[config.mk]
export PLATFORM = sky130hd
export DESIGN_NAME = alu_ctrl
export DESIGN_NICKNAME = d
export VERILOG_FILES = /design/src/rtl/alu_pkg.sv /design/src/rtl/alu_regfile.sv /design/src/rtl/alu_ctrl.sv
export SDC_FILE = /design/constraint.sdc
export NUM_CORES = 1
export LEC_CHECK = 0
export BUFFER_PORTS_ARGS = -buffer_cell sky130_fd_sc_hd__buf_2
export CAP_MARGIN = 20
export CORE_ASPECT_RATIO = 1.2
export CORE_MARGIN = 3
export CORE_UTILIZATION = 30
export CTS_BUF_LIST = sky130_fd_sc_hd__clkbuf_8
export CTS_CLUSTER_SIZE = 30
export DETAILED_ROUTE_END_ITERATION = 12
export GPL_ROUTABILITY_DRIVEN = 0
export PLACE_DENSITY = 0.6
export SYNTH_ARGS = -nofsm -noshare
export SYNTH_HDL_FRONTEND = slang
export SYNTH_SLANG_ARGS = --single-unit
export TNS_END_PERCENT = 100
[constraint.sdc]
create_clock -name clk -period 3.7 [get_ports clk]
set_clock_uncertainty 0.05 [all_clocks]
set_input_delay 0.37 -clock clk [delete_from_list [all_inputs] [get_ports clk]]
set_output_delay 0.37 -clock clk [all_outputs]
set_load 0.005 [all_outputs]
[src/rtl/alu_pkg.sv]
// alu_pkg: shared definitions for the ALU controller slice.
//   - Opcode constants (ALU selects 0..9, LDI, CMP; 12..15 illegal)
//   - Bit positions of each flag within the {Z,N,C,V} status word
//   - Controller FSM state encoding
package alu_pkg;

    localparam logic [3:0] OP_ADD  = 4'd0;
    localparam logic [3:0] OP_SUB  = 4'd1;
    localparam logic [3:0] OP_AND  = 4'd2;
    localparam logic [3:0] OP_OR   = 4'd3;
    localparam logic [3:0] OP_XOR  = 4'd4;
    localparam logic [3:0] OP_NOTA = 4'd5;
    localparam logic [3:0] OP_NOTB = 4'd6;
    localparam logic [3:0] OP_SHL  = 4'd7;
    localparam logic [3:0] OP_SHR  = 4'd8;
    localparam logic [3:0] OP_INC  = 4'd9;
    localparam logic [3:0] OP_LDI  = 4'd10;
    localparam logic [3:0] OP_CMP  = 4'd11;

    localparam int unsigned FLAG_Z = 3;
    localparam int unsigned FLAG_N = 2;
    localparam int unsigned FLAG_C = 1;
    localparam int unsigned FLAG_V = 0;

    typedef enum logic [1:0] {
        IDLE = 2'd0,
        EXEC = 2'd1,
        DONE = 2'd2,
        ERR  = 2'd3
    } state_t;

endpackage

[src/rtl/alu_regfile.sv]
// alu_regfile: 2**RA_W x DATA_W register file.
// Ports:
//   clk, rst           clock and synchronous active-high reset (clears all entries)
//   i_we/i_waddr/i_wdata  single write port
//   i_raddr_a/b/dbg    three combinational read addresses
//   o_rdata_a/b/dbg    corresponding read data
module alu_regfile #(
    parameter int unsigned DATA_W = 8,
    parameter int unsigned RA_W   = 2
) (
    input  logic              clk,
    input  logic              rst,
    input  logic              i_we,
    input  logic [RA_W-1:0]   i_waddr,
    input  logic [DATA_W-1:0] i_wdata,
    input  logic [RA_W-1:0]   i_raddr_a,
    input  logic [RA_W-1:0]   i_raddr_b,
    input  logic [RA_W-1:0]   i_raddr_dbg,
    output logic [DATA_W-1:0] o_rdata_a,
    output logic [DATA_W-1:0] o_rdata_b,
    output logic [DATA_W-1:0] o_rdata_dbg
);

    localparam int unsigned NREG = 2 ** RA_W;

    logic [DATA_W-1:0] r_mem [NREG];

    always_ff @(posedge clk) begin
        if (rst) begin
            for (int i = 0; i < NREG; i++) begin
                r_mem[i] <= '0;
            end
        end else if (i_we) begin
            r_mem[i_waddr] <= i_wdata;
        end
    end

    assign o_rdata_a   = r_mem[i_raddr_a];
    assign o_rdata_b   = r_mem[i_raddr_b];
    assign o_rdata_dbg = r_mem[i_raddr_dbg];

endmodule

[src/rtl/alu_ctrl.sv]
// alu_ctrl: multi-cycle initiator for the external combinational 8-bit ALU.
// Accepts {op, rd, rs, imm} over valid/ready, reads operands from the internal
// register file, drives registered alu_a/alu_b/alu_s, then retires the ALU
// result into R[rd] and the flags into the status register.
// Ports:
//   clk, rst                 clock, synchronous active-high reset
//   instr_valid/ready/instr  instruction handshake (ready only in IDLE)
//   alu_a/alu_b/alu_s        registered ALU operands and select
//   alu_out, alu_z/n/c/v     ALU result and flags
//   flags                    status register {Z,N,C,V}
//   done / err               one-cycle retire / illegal-opcode pulses
//   dbg_sel / dbg_data       combinational register read-back
module alu_ctrl
    import alu_pkg::*;
#(
    parameter int unsigned DATA_W = 8,
    parameter int unsigned RA_W   = 2
) (
    input  logic                         clk,
    input  logic                         rst,
    input  logic                         instr_valid,
    output logic                         instr_ready,
    input  logic [4+2*RA_W+DATA_W-1:0]   instr,
    output logic [DATA_W-1:0]            alu_a,
    output logic [DATA_W-1:0]            alu_b,
    output logic [3:0]                   alu_s,
    input  logic [DATA_W-1:0]            alu_out,
    input  logic                         alu_z,
    input  logic                         alu_n,
    input  logic                         alu_c,
    input  logic                         alu_v,
    output logic [3:0]                   flags,
    output logic                         done,
    output logic                         err,
    input  logic [RA_W-1:0]              dbg_sel,
    output logic [DATA_W-1:0]            dbg_data
);

    localparam int unsigned IW = 4 + 2 * RA_W + DATA_W;

    state_t            r_state;
    state_t            w_state_next;
    logic [DATA_W-1:0] r_alu_a;
    logic [DATA_W-1:0] r_alu_b;
    logic [3:0]        r_alu_s;
    logic [RA_W-1:0]   r_rd;
    logic              r_is_cmp;
    logic [3:0]        r_flags;

    logic [3:0]        w_op;
    logic [RA_W-1:0]   w_rd;
    logic [RA_W-1:0]   w_rs;
    logic [DATA_W-1:0] w_imm;
    logic              w_xfer;
    logic              w_alu_op;
    logic [DATA_W-1:0] w_rdata_a;
    logic [DATA_W-1:0] w_rdata_b;
    logic              w_we;
    logic [RA_W-1:0]   w_waddr;
    logic [DATA_W-1:0] w_wdata;
    logic [3:0]        w_alu_flags;

    assign w_op   = instr[IW-1 -: 4];
    assign w_rd   = instr[2*RA_W+DATA_W-1 -: RA_W];
    assign w_rs   = instr[RA_W+DATA_W-1 -: RA_W];
    assign w_imm  = instr[DATA_W-1:0];
    assign w_xfer = instr_valid && (r_state == IDLE);
    // CMP runs through the ALU like the pass-through selects.
    assign w_alu_op = (w_op <= OP_INC) || (w_op == OP_CMP);

    always_comb begin
        w_alu_flags         = '0;
        w_alu_flags[FLAG_Z] = alu_z;
        w_alu_flags[FLAG_N] = alu_n;
        w_alu_flags[FLAG_C] = alu_c;
        w_alu_flags[FLAG_V] = alu_v;
    end

    alu_regfile #(
        .DATA_W (DATA_W),
        .RA_W   (RA_W)
    ) u_regfile (
        .clk         (clk),
        .rst         (rst),
        .i_we        (w_we),
        .i_waddr     (w_waddr),
        .i_wdata     (w_wdata),
        .i_raddr_a   (w_rd),
        .i_raddr_b   (w_rs),
        .i_raddr_dbg (dbg_sel),
        .o_rdata_a   (w_rdata_a),
        .o_rdata_b   (w_rdata_b),
        .o_rdata_dbg (dbg_data)
    );

    // Next state and register-file write port.
    always_comb begin
        w_state_next = r_state;
        w_we         = 1'b0;
        w_waddr      = r_rd;
        w_wdata      = alu_out;
        unique case (r_state)
            IDLE: begin
                if (w_xfer) begin
                    if (w_op == OP_LDI) begin
                        w_we         = 1'b1;
                        w_waddr      = w_rd;
                        w_wdata      = w_imm;
                        w_state_next = DONE;
                    end else if (w_alu_op) begin
                        w_state_next = EXEC;
                    end else begin
                        w_state_next = ERR;
                    end
                end
            end
            EXEC: begin
                w_we         = !r_is_cmp;
                w_state_next = DONE;
            end
            DONE:    w_state_next = IDLE;
            ERR:     w_state_next = IDLE;
            default: w_state_next = IDLE;
        endcase
    end

    always_ff @(posedge clk) begin
        if (rst) begin
            r_state  <= IDLE;
            r_alu_a  <= '0;
            r_alu_b  <= '0;
            r_alu_s  <= '0;
            r_rd     <= '0;
            r_is_cmp <= 1'b0;
            r_flags  <= '0;
        end else begin
            r_state <= w_state_next;
            // LDI leaves the ALU inputs untouched.
            if (w_xfer && w_alu_op) begin
                r_alu_a  <= w_rdata_a;
                r_alu_b  <= w_rdata_b;
                r_alu_s  <= (w_op == OP_CMP) ? OP_SUB : w_op;
                r_rd     <= w_rd;
                r_is_cmp <= (w_op == OP_CMP);
            end
            if (r_state == EXEC) begin
                r_flags <= w_alu_flags;
            end
        end
    end

    assign instr_ready = (r_state == IDLE);
    assign done        = (r_state == DONE);
    assign err         = (r_state == ERR);
    assign alu_a       = r_alu_a;
    assign alu_b       = r_alu_b;
    assign alu_s       = r_alu_s;
    assign flags       = r_flags;

endmodule

==> flow_summary.ini <==
[power]
ir_drop_mv = 0.139
total_power_mw = 1.54
p_leak_nw = 1.57
p_per_area_nw_per_um2 = 399

[synth]
synth_top_area_frac = 0.293
synth_nets = 308
ys_warn_count = 0
ys_seq_elements = 61
synthTopCellsByArea = edfxtp_1 29%, dfxtp_1 18%, mux4_2 16%, a22o_1 6.4%, nor2b_1 4.0%
ys.flop_type = edfxtp_1
yosysSeqAreaShare = 0.470
yosys.cell_types.count = 38
synth-edff-count = 32
netlist_instances = 275
async_flop_share = 0
synthesis.area_sq_um = 3280
syn_area_per_cell_sq_um = 11.9
synth_top_area_cell = edfxtp_1

[hold_path]
hp-class = in -> reg

[finish]
fin_nets = 364
antenna_cells_inserted = 0
design_area_sq_um = 3870
areaGrowthSynthToFinish_pct = 17.8
nFillCells = 1038
drive_gt1_frac = 0.339
most-common-layout-cells = 67 x buf_2, 32 x edfxtp_1, 29 x dfxtp_1
utilization = 0.364
final_common_cell = buf_2

[critical_path]
path_buf_inv = 0
cp_top_family = simple AND/OR/NAND/NOR gates
endpoint_kind = register
critical_path_class = reg -> reg
crit_chain = nand2b_1, nor4_1, nor2b_1, a311o_1
cp.arrival_ns = 2.34
critPathSlowestCell = nor2b_1
start_kind = register
critPathMaxStageDelay_ns = 0.55
worst_ep_required_time_ns = 3.65
worstPathMaxFanout = 9

[floorplan]
die_y_um = 121
die_area_sq_um = 12200
core_area_sq_um = 10600
die_x_um = 101
ios = 68
fp-row-count = 41
initial_utilization = 0.309

[global_route]
grt_overflow = 0
grt_util_all_layers = 0.130
grt_pass1_wl_um = 12200
antenna_found_initial = 0
grt_pass1_vias = 2450
grt_max_degree = 50

[timing]
rsz0062_at_grt = false
tns_ns = 0
setup_violations = 0
slew_violations = 0
max_slew.worst_pin.slew_ns = 1.01
fin_crit_ns = 2.39
slew_headroom = 0.325
whs_ns = 0.214
period_share = 0.645
report.final.hold_viol_count = 0
fmax_mhz = 419

[clock_network]
path_clk_slew_ns = 0.07
ctsHoldBuffers = 0
cts_buffers = 9
cts_setup_buffers = 0
cts_tree = done
clockBufferDepth = 2
ctsResizeCount = 0
clock-sinks = 61
cts-htree-levels = 3
root_buffer = clkbuf_8
clk_latency_ns = 0.33

[outcome]
status = completed

[placement]
dp_hpwl_um = 6030
placed_area_sq_um = 3680
io_buffer_count = 67

[drt]
ant_nets = 0
drt_iter0_drc = 149
vias = 2448
first_pass_iters = 4
drc = 0
vias_per_cell = 5.26
routed_wl_um = 7800
routedWlPerCell_um = 16.8

[job]
cap_violations = 0
==> final timing paths <==
kind,to,cells past startpoint,startpoint,slack [ns]
setup / recovery,u_regfile.r_mem[0][0]$_SDFFCE_PN0P_,4,r_state[0]$_SDFFE_PP0P_,1.31
hold / removal,flags[2]$_SDFFE_PP0P_,3,alu_n,0.21
setup reg to reg,u_regfile.r_mem[0][0]$_SDFFCE_PN0P_,4,r_state[0]$_SDFFE_PP0P_,1.31
hold reg to reg,alu_s[3]$_SDFFE_PP0P_,2,alu_s[3]$_SDFFE_PP0P_,0.43
==> sequential cells by signal, summed over array words and instances (netlist names) <==
register         cells
r_state              2
alu_b                8
flags                4
r_is_cmp             1
r_rd                 2
alu_a                8
alu_s                4
u_regfile.r_mem     32
==> layout make-up <==
class,instances,area (sq um),share of cell area
repair buffers,68,343,0.0887
flip-flops and latches,61,1540,0.399
inverters,2,7.51,0.00194
clock buffers,9,124,0.0320
clock inverters,7,66.3,0.0172
well taps,129,161,0.0417
multi-input cells,189,1620,0.420
==> per-stage QoR <==
step                      worst slack, ns  instances
after floorplan                      1.72        275
after global placement               1.24        449
after detailed placement             1.16        449
after CTS                            1.29        465
after global routing                 1.08        465
final                                1.31        465
==> per-layer routing <==
metal	track usage	up-vias	part of all wire
met1	0.147	1193	0.41
met2	0.226	62	0.52
li1	-	1180	-
met5	0	-	0
met4	0.0632	0	0.024
met3	0.0329	13	0.042
==> kinds of logic after synthesis <==
family / Yosys count / synth area share
buffers and inverters: 25 / 0.0355
AOI/OAI and AO/OA: 66 / 0.142
and+or+nand+nor: 95 / 0.175
muxes: 28 / 0.177
DFF: 61 / 0.470
==> tightest hold or removal path, stage by stage <==
cell and delay [ns]:
buf_2 0.07, mux2i_1 0.05, nor2_1 0.07
==> synth_stat cells, types with 3 or more instances <==
cell and n:
nand2b_1 4, edfxtp_1 32, dfxtp_1 29, clkbuf_1 14, or4b_1 3, a21oi_1 3
nor2_1 14, buf_2 6, a22oi_1 8, mux4_2 24, a22o_1 24, o21ai_0 23
nor2b_1 21, mux2i_1 4, a311o_1 3, nand3_1 17, nand2_1 18
==> where the power goes <==
part	leakage [nW]	total, mW	switching [mW]	internal, mW
registers	0.568	0.773	0.0252	0.747
clock network	0.0903	0.565	0.259	0.306
logic	0.908	0.205	0.108	0.0967
(Power assumes the default switching activity.)
